`config.mk`:
```
export PLATFORM = sky130hd
export DESIGN_NAME = fg_burst_gen
export DESIGN_NICKNAME = d
export VERILOG_FILES = /design/src/rtl/fg_burst_gen.sv
export SDC_FILE = /design/constraint.sdc
export NUM_CORES = 1
export LEC_CHECK = 0
export BUFFER_PORTS_ARGS = -buffer_cell sky130_fd_sc_hd__buf_2
export CAP_MARGIN = 10
export CORE_ASPECT_RATIO = 1.5
export CORE_MARGIN = 2
export CORE_UTILIZATION = 50
export DETAILED_ROUTE_END_ITERATION = 8
export PLACE_DENSITY_LB_ADDON = 0.12
export SLEW_MARGIN = 10
export SYNTH_ARGS = -nofsm -noshare
export SYNTH_HDL_FRONTEND = slang
export SYNTH_SLANG_ARGS = --single-unit
```
`constraint.sdc`:
```
create_clock -name clk -period 3.5 [get_ports clk]
set_input_delay 0.35 -clock clk [delete_from_list [all_inputs] [get_ports clk]]
set_output_delay 0.35 -clock clk [all_outputs]
set_load 0.01 [all_outputs]
```
`src/rtl/fg_burst_gen.sv`:
```
// Flow-generator burst scheduler: turns one flow descriptor into a paced stream
// of burst descriptors for the packet generator, with enable/abort control.
module fg_burst_gen #(
  parameter int DEST_WIDTH = 8
) (
  input  logic                  clk,
  input  logic                  rst_n,
  input  logic                  input_fd_valid,
  output logic                  input_fd_ready,
  input  logic [DEST_WIDTH-1:0] input_fd_dest,
  input  logic [31:0]           input_fd_burst_len,
  input  logic [15:0]           input_fd_burst_count,
  input  logic [31:0]           input_fd_burst_interval,
  output logic                  output_bd_valid,
  input  logic                  output_bd_ready,
  output logic [DEST_WIDTH-1:0] output_bd_dest,
  output logic [31:0]           output_bd_burst_len,
  input  logic                  enable,
  input  logic                  abort,
  output logic                  busy,
  output logic [31:0]           bursts_sent
);

  typedef enum logic [1:0] {
    ST_IDLE  = 2'd0,
    ST_ISSUE = 2'd1,
    ST_WAIT  = 2'd2
  } state_t;

  state_t      state_r;
  logic        started_r;
  logic [15:0] remaining_r;
  logic [31:0] interval_r;
  logic [31:0] timer_r;

  // started_r keeps the descriptor port closed until the first edge after reset release
  assign input_fd_ready = started_r & (state_r == ST_IDLE) & enable & ~abort;

  // Flow scheduler: accepts a descriptor, issues bursts, paces them by the interval timer
  always_ff @(posedge clk or negedge rst_n) begin
    if (!rst_n) begin
      state_r             <= ST_IDLE;
      started_r           <= 1'b0;
      remaining_r         <= 16'd0;
      interval_r          <= 32'd0;
      timer_r             <= 32'd0;
      output_bd_valid     <= 1'b0;
      output_bd_dest      <= {DEST_WIDTH{1'b0}};
      output_bd_burst_len <= 32'd0;
      busy                <= 1'b0;
      bursts_sent         <= 32'd0;
    end else begin
      started_r <= 1'b1;
      case (state_r)
        ST_IDLE: begin
          // A zero-count descriptor is consumed without leaving IDLE
          if (input_fd_valid && input_fd_ready && (input_fd_burst_count != 16'd0)) begin
            output_bd_dest      <= input_fd_dest;
            output_bd_burst_len <= input_fd_burst_len;
            remaining_r         <= input_fd_burst_count;
            interval_r          <= input_fd_burst_interval;
            output_bd_valid     <= 1'b1;
            busy                <= 1'b1;
            state_r             <= ST_ISSUE;
          end
        end
        ST_ISSUE: begin
          if (output_bd_ready) begin
            bursts_sent <= bursts_sent + 32'd1;
            remaining_r <= remaining_r - 16'd1;
            if ((remaining_r == 16'd1) || abort) begin
              output_bd_valid <= 1'b0;
              busy            <= 1'b0;
              state_r         <= ST_IDLE;
            end else if (interval_r > 32'd1) begin
              output_bd_valid <= 1'b0;
              timer_r         <= interval_r - 32'd1;
              state_r         <= ST_WAIT;
            end
          end
        end
        ST_WAIT: begin
          // Timer parks at 1 while enable is low; that is the pause point
          if (abort) begin
            busy    <= 1'b0;
            state_r <= ST_IDLE;
          end else if (timer_r > 32'd1) begin
            timer_r <= timer_r - 32'd1;
          end else if (enable) begin
            output_bd_valid <= 1'b1;
            state_r         <= ST_ISSUE;
          end
        end
        default: begin
          output_bd_valid <= 1'b0;
          busy            <= 1'b0;
          state_r         <= ST_IDLE;
        end
      endcase
    end
  end

endmodule
```
## After elaboration in Yosys (flattened, before gate mapping)

Index checks and enable logic that the tools add are counted.

- Add/sub/neg operators: 4
- Order comparisons: 2
- Eq/ne operators: 16
- Multiplexer cells: 29
- Bitwise logic cells: 4
- Reductions and logical operators: 14

Operators with widths:

| cell | count |
|---|---|
| $mux 32 | 5 |
| $gt 32x1->1 const B | 2 |
| $pmux 32 s2 | 1 |
| $sub 32x1->32 const B | 2 |
| $add 32x1->32 const B | 1 |
| $mux 16 | 2 |
| $pmux 16 s2 | 1 |
| $ne 2x2->1 const B | 9 |
| $eq 16x1->1 const B | 1 |
| $reduce_bool 16->1 | 1 |
| $sub 16x1->16 const B | 1 |
| $mux 2 | 7 |
| $reduce_and 6->1 | 2 |
| $mux 1 | 10 |
| $ne 3x3->1 const B | 3 |
| $pmux 1 s3 | 2 |
| $pmux 2 s3 | 1 |
| $reduce_and 5->1 | 1 |
| $reduce_and 2->1 | 2 |
| $reduce_and 4->1 | 1 |
| $reduce_bool 2->1 | 2 |
| $and 1x1->1 | 3 |
| $reduce_and 3->1 | 1 |
| $eq 2x1->1 const B | 1 |
| other kinds (6) | 7 |

- Register bits: 157
- Logic and storage cells: 79

## Depth between registers and ports, before layout

- Depth after elaboration: 8
- Depth in mapped cells: 9
- Depth with buffers taken out: 8

## Worst setup path before layout

OpenSTA, ideal clock, no wires.

- Path type: register to register
- Start point: register interval_r[18]
- End point: register timer_r[30]
- Data arrival time: 2329 ps
- Data required time: 3373 ps
- Setup slack: 1044 ps
- Stages on the path, launching flop included: 8
- Cell sequence: dfrtp_1 > or4_4 > or3_1 > buf_6 > nor4_4 > a2bb2oi_4 > a21oi_1 > o2bb2a_1

- Longest elaborated chain between the ends: 5
- Elaborated cells between the ends (all ways): 8

Ends and longest elaborated chain:

| item | line | RTL |
|---|---|---|
| from (decl) | 33 | `logic [31:0] interval_r;` |
| from (signal assigned) | 61 | `interval_r <= input_fd_burst_interval;` |
| $sub 32x1->32 | 77 | `timer_r <= interval_r - 32'd1;` |
| $mux 32 | 75 | `end else if (interval_r > 32'd1) begin` |
| $mux 32 | 71 | `if ((remaining_r == 16'd1) \|\| abort) begin` |
| $mux 32 | 68 | `if (output_bd_ready) begin` |
| $pmux 32 s2 | 54 | `case (state_r)` |
| to (signal assigned) | 77 |  |
| to (signal assigned) | 88 | `timer_r <= timer_r - 32'd1;` |
| to (decl) | 34 | `logic [31:0] timer_r;` |

Parallel ways exist; a longest one is shown, timed or not. The select of a mux whose other input is x is not followed.
A chain may end at the register's enable or synchronous reset.

## Final worst setup path

- Start point: register interval_r[18]
- End point: register timer_r[0]

- Longest elaborated chain between the ends: 3

Ends and longest elaborated chain:

| item | line |
|---|---|
| $gt 32x1->1 | 75 |
| $ne 2x2->1 (no source line) | -- |
| $reduce_and 6->1 (no source line) | -- |

No other way between the ends.

==> metrics <==
status completed; Die Span Y 159.0 um; Synth top area share 49.05%; Commonest cells post-synth 157 x dfrtp_1, 73 x mux2_2, 57 x a21oi_1; Clock Tree Buf Depth 2; met1 GRT Util 28.18%; WHS Path Cells 2; full die area 17070 um2; post-synth cell types 59; gr usage total 24.56%; sequential fraction of the synthesis area 49.05%; chip width 107.3 um; worst path arrival time 3250 ps; Clock H-tree levels 4; routed len/inst 17.27 um; M3 GR Usage 5.649%; number of cell rows 56; post-route ant nets 0; gr busiest metal met2; min Tclk post-route 2915 ps; GRT overflow 0; router iterations before antenna repair 5; Fillers 1301; antenna violations before repair 3; CTS buffer count 17; biggest area consumer among synthesized cells dfrtp_1; WP buf/inv 1; CTS tree yes; Placed Cells 1135; share of power burned in the clock network 24.0%; setup slack, reg-to-reg 590 ps; Setup Skew 13.99 ps; hold path start input_fd_burst_len[0]; leakage 4.390 nW; synth warn 0; Clk Latency, worst-skew pair 430 ps; Startpoint Class flop; fin nets 1053; layout cells sized above 1 32.12%; Cell Area, Synth 8009 um2; #FFs+latches synth 157; largest net degree at the start of global routing 83; Max-slew headroom 38.42%; clock root buffer clkbuf_16; Hold Path Class input pin to flop; CP Cell Sequence or4_4, or3_1, nor4_4, o2bb2ai_2, buf_4, a311oi_2; synth top area cells dfrtp_1 49%, mux2_2 10%, xnor2_1 3.8%, a21oi_1 3.6%, o21ai_0 3.3%; vias in the first global route 6864; number of enable flip-flop cells after synthesis 0; CP max FO 22; M2 GR Usage 43.76%; Net Sw Frac 37.75%; CP endpoint kind flop; clock slew at reported path FFs 80 ps; fin cells 1170; RR Endpoint timer_r[0]$_DFFE_PN0P_; worst vdd ir 465.3 uV; Multi-input gate area 3860 um2; dominant synthesized flop cell dfrtp_1; most common cell in the netlist dfrtp_1; GPL Wtd Cong 0.8698; Max-Cap Viols 0; number of clock sinks 157; first-pass GRT wire length 33630 um; part of the power in combinational logic 33.5%; Min-Delay Endpoint output_bd_burst_len[0]$_DFFE_PN0P_; final setup violation count 0; R2R cell count 6; HPWL Detailed 14660 um; P_sw 2.866 mW; core area 15630 um2; Area growth syn-to-layout 21.53%; setup TNS 0 ps; maximum clock frequency 343.1 MHz; I/O pin cnt 169; Sequential Area 3929 um2; WP data required 3840 ps; Initial DRC Count 379; Post-Synthesis Cells 781; Net Count, Synth 882; total power 7.592 mW; power share of the sequential group 42.5%; number of port buffers 168; drt via density 5.716; Critical R2R Launch interval_r[18]$_DFFE_PN0P_; final worst path period share 83.27%; asr flop ratio synth 100.0%; Top Family by Delay on Critical Path simple AND/OR/NAND/NOR gates; Crit Path Class flop to flop; drt drc 0; max incr delay on CP 580 ps; P_int 4.726 mW; vias 6688; worst slew pin tran 918.2 ps; CP max-delay cell or4_4; PwrDens 780.0 nW/um2; Routed WL 20210 um; Final Hold Fails 0; Mapped Avg Cell Area 10.25 um2; Initial Util 51.26%; RSZ-0062 raised after global routing no; Pins Over Slew Limit 0
per-stage QoR:
stage | utilization (%) | hold slack, ps | setup WS (ps) | cell area [um2]
floorplan | - | 54.41 | 1044 | 8009
global placement | 58.42 | 418.0 | 682.9 | 9128
detailed placement | 58.42 | 430.3 | 616.6 | 9128
CTS | 62.26 | 125.6 | 584.4 | 9728
global route | 62.29 | 124.4 | 446.9 | 9733
finish | 62.29 | 141.8 | 585.4 | 9733
state kept, by name, indices dropped and copies added, names as in the netlist:
register / count
bursts_sent: 32
interval_r: 32
output_bd_burst_len: 32
timer_r: 32
remaining_r: 16
output_bd_dest: 8
state_r: 2
busy: 1
output_bd_valid: 1
started_r: 1
power groups by stage:
stage	Sequential (mW)	Combinational [mW]	Clock, mW
finish	3.23	2.54	1.82
global placement	3.19	2.48	0
CTS	3.22	2.56	1.87
global route	3.34	2.82	1.95
detailed placement	3.24	2.55	0
floorplan	3.22	1.64	0
cell families (layout without fill, tap and decap cells):
family / count (synthesis) / count (layout) / share of synthesized area, %
xor gates and xnor gates: 59 / 59 / 6.452
adders and majority gates: 7 / 7 / 1.094
and+or+nand+nor: 260 / 260 / 17.22
buffers and inverters: 56 / 240 / 3.015
muxes: 73 / 73 / 10.26
AOI/OAI and AO/OA: 168 / 168 / 12.86
DFF: 157 / 157 / 49.05
other: 1 / 3 / 0.04682
cells in the final DEF, fill, tap and decap left out, types with 23 or more instances in the layout:
cell type / count
o21ai_0: 53
nand3_1: 24
xnor2_1: 35
dfrtp_1: 157
xor2_1: 24
mux2_2: 73
nand2_1: 52
buf_2: 167
nor4_1: 23
a21oi_1: 57
nor3_1: 25
nor2_1: 50
repair_timing:
| item | CTS | global route |
|---|---|---|
| setup endpoints to repair | 0 | 0 |
| hold endpoints to repair | 75 | 0 |
| hold buffers | 1 | 0 |
| buffers inserted | 0 | 0 |
| resized for setup | 0 | 0 |
worst max-delay path by stage:
stage	startpoint	cells past startpoint	to	slack, ps
3_3_place_gp	interval_r[18]$_DFFE_PN0P_	7	timer_r[19]$_DFFE_PN0P_	680
4_1_cts	interval_r[18]$_DFFE_PN0P_	6	timer_r[0]$_DFFE_PN0P_	580
5_1_grt	remaining_r[12]$_DFFE_PN0P_	6	timer_r[0]$_DFFE_PN0P_	450
3_5_place_dp	remaining_r[12]$_DFFE_PN0P_	6	timer_r[0]$_DFFE_PN0P_	620
2_1_floorplan	interval_r[18]$_DFFE_PN0P_	7	timer_r[30]$_DFFE_PN0P_	1040
6_report	interval_r[18]$_DFFE_PN0P_	6	timer_r[0]$_DFFE_PN0P_	590
per-layer routing:
layer	vias to the layer above	wire length, um	part of all wire, %
met2	189	11000	54
met4	2	471	2.3
met3	26	1052	5.2
met5	-	11	0.054
met1	3279	7671	38
li1	3192	-	-
cell type report:
type / count / share of cell area, %
antenna: 2 / 0.05142
sequential: 157 / 40.37
clock buffer: 17 / 4.371
multi-input combinational: 568 / 39.66
tap: 203 / 2.610
inverter: 18 / 0.6942
timing repair buffer: 190 / 10.55
clock inverter: 15 / 1.697
Note: power is estimated with default switching activity, not from simulation.
